File: config.mk
export PLATFORM = sky130hd
export DESIGN_NAME = seg7_scan_decoder
export DESIGN_NICKNAME = d
export VERILOG_FILES = /design/src/rtl/seg7_scan_decoder.sv
export SDC_FILE = /design/constraint.sdc
export NUM_CORES = 1
export LEC_CHECK = 0
export ABC_CLOCK_PERIOD_IN_PS = 5600
export CAP_MARGIN = 5
export CORE_AREA = 2 2 113 93
export CTS_CLUSTER_DIAMETER = 40
export DETAILED_ROUTE_END_ITERATION = 6
export DIE_AREA = 0 0 115 95
export GPL_TIMING_DRIVEN = 0
export RECOVER_POWER = 50
export SYNTH_ARGS = -nofsm -noshare
export SYNTH_HDL_FRONTEND = slang
export SYNTH_SLANG_ARGS = --single-unit
File: constraint.sdc
create_clock -name clk -period 5.6 [get_ports clk]
set_input_delay 0.84 -clock clk [delete_from_list [all_inputs] [get_ports clk]]
set_output_delay 0.84 -clock clk [all_outputs]
set_load 0.03 [all_outputs]
File: src/rtl/seg7_scan_decoder.sv
// ---------------------------------------------------------------------------
// seg7_scan_decoder
//
// Passive monitor for a multiplexed, active-low 4-digit seven-segment bus.
// It watches the segment lines and digit anodes, waits for each digit to
// settle, and decodes the lit pattern back into a hex nibble. Once all four
// digits have been captured, it publishes the 16-bit value together with
// per-digit error and blank flags.
//
// Parameters:
//   STABLE_CYCLES  matching samples required after the first one before an
//                  (anode, segment) pair is captured (legal range 1..255)
//
// Ports:
//   clk          system clock, rising-edge active
//   rst_n        synchronous active-low reset
//   seg[6:0]     segment lines, active-low, bit0=a .. bit6=g
//   an[3:0]      digit anodes, active-low, an[i]=0 selects digit i
//   value[15:0]  last completed frame, digit i in bits [4i+3:4i]
//   digit_err    bit i set if digit i held an undecodable pattern
//   digit_blank  bit i set if digit i was fully dark
//   frame_valid  one-cycle pulse when the three outputs above update
// ---------------------------------------------------------------------------
module seg7_scan_decoder #(
  parameter int STABLE_CYCLES = 4
) (
  input  logic        clk,
  input  logic        rst_n,
  input  logic [6:0]  seg,
  input  logic [3:0]  an,
  output logic [15:0] value,
  output logic [3:0]  digit_err,
  output logic [3:0]  digit_blank,
  output logic        frame_valid
);

  // The counter only has to reach STABLE_CYCLES, so it is sized to hold
  // exactly that value.
  localparam int CNT_W = (STABLE_CYCLES < 1) ? 1 : $clog2(STABLE_CYCLES + 1);
  localparam logic [CNT_W-1:0] CNT_MAX = CNT_W'(STABLE_CYCLES);
  localparam logic [CNT_W-1:0] CNT_PRE = CNT_W'(STABLE_CYCLES - 1);
  localparam logic [CNT_W-1:0] CNT_ONE = CNT_W'(1);

  // Previous-cycle copy of the pins, used to detect a constant dwell.
  logic [3:0]       s_an;
  logic [6:0]       s_seg;
  logic [CNT_W-1:0] cnt;

  // Partially assembled frame.
  logic [15:0] stage_val;
  logic [3:0]  stage_err;
  logic [3:0]  stage_blank;
  logic [3:0]  mask;

  // Decoded view of the current pins.
  logic [3:0]  dec_nibble;
  logic        dec_err;
  logic        dec_blank;
  logic        sel_valid;
  logic [1:0]  sel_idx;

  logic        pins_stable;
  logic        capture;
  logic        frame_done;

  // Staging data with the current capture merged in.
  logic [15:0] merged_val;
  logic [3:0]  merged_err;
  logic [3:0]  merged_blank;
  logic [3:0]  merged_mask;

  // Inverse of the hex-to-seven-segment encoder. Patterns are written g..a
  // so they line up with the seg bus bit order.
  always_comb begin
    dec_nibble = 4'h0;
    dec_err    = 1'b0;
    dec_blank  = 1'b0;
    case (seg)
      7'b1000000: dec_nibble = 4'h0;
      7'b1111001: dec_nibble = 4'h1;
      7'b0100100: dec_nibble = 4'h2;
      7'b0110000: dec_nibble = 4'h3;
      7'b0011001: dec_nibble = 4'h4;
      7'b0010010: dec_nibble = 4'h5;
      7'b0000010: dec_nibble = 4'h6;
      7'b1111000: dec_nibble = 4'h7;
      7'b0000000: dec_nibble = 4'h8;
      7'b0010000: dec_nibble = 4'h9;
      7'b0001000: dec_nibble = 4'hA;
      7'b0000011: dec_nibble = 4'hB;
      7'b1000110: dec_nibble = 4'hC;
      7'b0100001: dec_nibble = 4'hD;
      7'b0000110: dec_nibble = 4'hE;
      7'b0001110: dec_nibble = 4'hF;
      7'b1111111: dec_blank  = 1'b1;
      default:    dec_err    = 1'b1;
    endcase
  end

  // Only a single low anode names a digit. Blanking (all high) and
  // overlapping anodes are legal bus states, but they are never captured.
  always_comb begin
    sel_valid = 1'b1;
    sel_idx   = 2'd0;
    case (an)
      4'b1110: sel_idx = 2'd0;
      4'b1101: sel_idx = 2'd1;
      4'b1011: sel_idx = 2'd2;
      4'b0111: sel_idx = 2'd3;
      default: sel_valid = 1'b0;
    endcase
  end

  // A capture happens on the edge where the counter steps onto its
  // saturation value. A saturated counter never steps again, so a long
  // dwell produces exactly one capture.
  assign pins_stable = sel_valid && (an == s_an) && (seg == s_seg);
  assign capture     = pins_stable && (cnt == CNT_PRE);

  // Fold the digit being captured into the staging copy so a completing
  // digit reaches the outputs on the same edge.
  always_comb begin
    merged_val   = stage_val;
    merged_err   = stage_err;
    merged_blank = stage_blank;
    merged_mask  = mask;
    if (capture) begin
      merged_val[{sel_idx, 2'b00} +: 4] = dec_nibble;
      merged_err[sel_idx]               = dec_err;
      merged_blank[sel_idx]             = dec_blank;
      merged_mask[sel_idx]              = 1'b1;
    end
  end

  assign frame_done = capture && (merged_mask == 4'b1111);

  // Pin sampling, dwell counting, and frame assembly. All of it restarts
  // from scratch on reset, so a partial frame is never reused afterward.
  always_ff @(posedge clk) begin
    if (!rst_n) begin
      s_an        <= 4'b1111;
      s_seg       <= 7'b1111111;
      cnt         <= '0;
      stage_val   <= 16'h0000;
      stage_err   <= 4'b0000;
      stage_blank <= 4'b0000;
      mask        <= 4'b0000;
      value       <= 16'h0000;
      digit_err   <= 4'b0000;
      digit_blank <= 4'b0000;
      frame_valid <= 1'b0;
    end else begin
      s_an  <= an;
      s_seg <= seg;

      if (pins_stable) begin
        if (cnt != CNT_MAX) begin
          cnt <= cnt + CNT_ONE;
        end
      end else begin
        cnt <= '0;
      end

      stage_val   <= merged_val;
      stage_err   <= merged_err;
      stage_blank <= merged_blank;
      frame_valid <= frame_done;

      if (frame_done) begin
        value       <= merged_val;
        digit_err   <= merged_err;
        digit_blank <= merged_blank;
        mask        <= 4'b0000;
      end else begin
        mask        <= merged_mask;
      end
    end
  end

endmodule
==> results by group <==
Clocking
  • Post-CTS Resized: 0
  • Clock Sinks: 67
  • Clock Tree Root: clkbuf_16
  • H-Tree Depth: 3
  • Longest Clk Path Bufs: 2
  • Worst skew pair latency: about 330 ps
  • CTS tree: built
  • Hold_buf cts: 0
  • CTS buffer count: 9
  • Setup bufs post-CTS: 0
  • Reg clk slew, reported paths: 50 ps

Worst hold path
  • Worst Hold Path Cells: 2
  • Hold Path Class: reg -> reg
  • Hold path startpoint: stage_val[3]

Critical path
  • Startpoint types: input pin
  • Reg2reg setup slack: roughly 3300 ps
  • Crit path DAT: slightly below 4000 ps
  • CP max FO: 9
  • R2r startpoint: cnt[0]
  • R2r worst-path depth: 9
  • Worst setup EP type: flip-flop
  • CP required: about 5800 ps
  • Setup crit start: an[1]
  • Critical path class: in -> reg

Place
  • Post-Place Setup Slack: about 1600 ps
  • DP HPWL: between 6000 and 7000 microns
  • IO buf count: 34
  • Placer Congestion: about 0.85

Detailed routing
  • Met2 routed WL: approximately 3600 microns
  • Wire length per cell: 15.21 microns
  • DRC viols: 0
  • Met1 WL: between 4000 and 5000 microns
  • Total Wirelength: roughly 8600 microns
  • Post-route ant nets: 0
  • Met3 Wirelength: between 500 and 600 microns
  • Vias: about 3000
  • 1st-pass router iterations: 6
  • Top sig layer: met4
  • Vias per cell: ~5.3
  • Initial DRC Count: 192

Pwr
  • Sw frac: ~22%
  • Combinational Power Share: ~7.4%
  • Net Switching: approximately 0.26 mW
  • Leakage: between 1.5 and 2 nW
  • Power Total: between 1 and 1.5 mW
  • Part of the power in the clock network: between 50 and 60%
  • Total power divided by cell area: 280.8 nW/um^2
  • Share of power burned in registers: 41.8%
  • Worst vdd ir: around 0.13 mV
  • Internal: 0.8996 mW

Synthesis
  • Async S/R FF share, synth: 0%
  • Mean post-synth cell area: about 8.5 sq um
  • Net count after synthesis: approximately 420
  • Post-synth top area cell: dfxtp_1
  • Main area contributors after synthesis: dfxtp_1, nand2_1, ha_1
  • Netlist cell types: 57
  • Area share of the largest cell type after synthesis: between 40 and 50%
  • Part of the Yosys area used for sequential elements: between 40% and 50%
  • Main synth FF type: dfxtp_1
  • Syn Inst Count: just under 400
  • Post-synth EDFFs: 0
  • Warning count from the yosys run: 0
  • Cell Area, Synth: 3346 sq um
  • Most frequent cell after synthesis: dfxtp_1
  • Flops & latches, synth: 67
  • Most frequent cells after synthesis: dfxtp_1, nand2_1, nor2_1

STA
  • Tcrit/Tclk final: about two thirds
  • Final Hold Viols: 0
  • RSZ-0062 raised after global routing: false
  • Hold Worst Slack: between 400 and 500 ps
  • Sum of negative setup slack: 0 ps
  • Clock skew: between 5 and 6 ps
  • Tmin final: between 3000 and 4000 ps
  • Worst Tran Pin Value: ~900 ps
  • Max_slew headroom: 39.58%
  • FMAX: roughly 270 MHz
  • Max-slew violations: 0
  • Final setup margin: about 1900 ps
  • Setup Viol. Count Final: 0

Finish
  • Final nets: about 460
  • Number of fill cells: just over 1000
  • Util after Layout: between 40% and 50%
  • Ant. Diodes: 0
  • Fraction of layout cells with a size suffix above 1: 9.502%
  • Area Overhead vs Synth: 22.96%

Die
  • Die height: roughly 95 microns
  • IO Pins: 38
  • Die area: around 11000 sq um
  • Chip width: roughly 120 microns
  • Core footprint: between 9000 and 10000 sq um
  • Starting Density: about a third
  • Core Rows: 33

Run status
  • Status: complete, no violations

Global routing
  • Initial antenna violation count: 0
  • Gr ovfl total: 0
  • First-pass GRT wire length: ~15000 microns
  • Largest net degree at the start of global routing: 12
  • Vias in the first global route: 2846
  • GRT Util Overall: 17.26%

Job
  • MaxCap Viol Count: 0
## power groups by stage
stage	sequential [mW]	clock [mW]	combinational, mW
finish	0.483	0.587	0.0852
global route	0.483	0.620	0.0947
CTS	0.483	0.595	0.0881
detailed placement	0.493	0	0.0880
global placement	0.493	0	0.0871
floorplan	0.493	0	0.0603
## path summary, 6_finish.rpt
check / to
max: value[0]
min: stage_val[3]
max reg2reg: digit_blank[3]
min reg2reg: stage_val[3]
## through the flow
step / std cells / instance area (sq um)
CTS: 564 / 4149
floorplan: 392 / 3346
global route: 564 / 4114
detailed placement: 548 / 3839
global placement: 548 / 3839
finish: 564 / 4114
## worst max-delay path, cell delays in order
cell and delay (ps):
clkdlybuf4s50_1 570, xor2_1 160, nand3_1 270, inv_1 310, ha_1 300, o22ai_1 90
nor2_1 430, nand2b_1 130, nor4b_2 480, mux2i_1 240, a21oi_1 80
## cell families after synthesis
group / count (synthesis) / share of synthesized area (%)
AOI/OAI and AO/OA: 89 / 16.75
xor gates and xnor gates: 14 / 3.889
adders and majority gates: 11 / 4.114
buffers and inverters: 34 / 5.310
DFF: 67 / 40.09
muxes: 9 / 2.693
and+or+nand+nor: 168 / 27.15
## cell usage in the layout (no fill, tap or decap), drive strengths merged, types with 3 or more instances in the layout
| cell | Yosys | routed |
|---|---|---|
| nor3 | 4 | 4 |
| a32oi | 5 | 5 |
| inv | 8 | 8 |
| clkbuf | 10 | 21 |
| and2 | 5 | 5 |
| ha | 11 | 11 |
| buf | 15 | 15 |
| clkinv | 1 | 3 |
| clkdlybuf4s50 | 0 | 7 |
| dfxtp | 67 | 67 |
| nor2 | 28 | 28 |
| nor2b | 3 | 3 |
| nand3 | 23 | 23 |
| and3 | 5 | 5 |
| mux2i | 9 | 9 |
| or2 | 3 | 3 |
| xnor2 | 12 | 12 |
| o211ai | 3 | 3 |
| dlygate4sd3 | 0 | 27 |
| a31oi | 12 | 12 |
| nor4 | 5 | 5 |
| a211oi | 5 | 5 |
| o21ai | 27 | 27 |
| nand4 | 10 | 10 |
| a21oi | 27 | 27 |
| nand2 | 50 | 50 |
| nand2b | 17 | 17 |
## layer usage
metal / global-route usage, % / up-vias
li1: - / 1490
met1: 24.06 / 1379
met2: 25.59 / 88
met3: 5.392 / 9
met4: 5.020 / 0
met5: 0 / -
## final cells by class
type / instances / area [sq um] / share of cell area [%]
Clock buffer: 11 / 232.7 / 5.657
Multi-Input combinational cell: 291 / 1792 / 43.55
Inverter: 9 / 33.78 / 0.8212
Sequential cell: 67 / 1341 / 32.60
Clock inverter: 5 / 77.57 / 1.886
Timing Repair Buffer: 34 / 340.3 / 8.272
Tap cell: 122 / 152.6 / 3.710
Buffer: 25 / 143.9 / 3.498
## sequential cells by signal, indices dropped and copies added, names as in the netlist
| name | count |
|---|---|
| mask | 4 |
| digit_err | 4 |
| stage_err | 4 |
| digit_blank | 4 |
| stage_blank | 4 |
| cnt | 3 |
| s_an | 4 |
| value | 16 |
| frame_valid | 1 |
| s_seg | 7 |
| stage_val | 16 |
No activity file was read; power rests on OpenSTA's default activity.
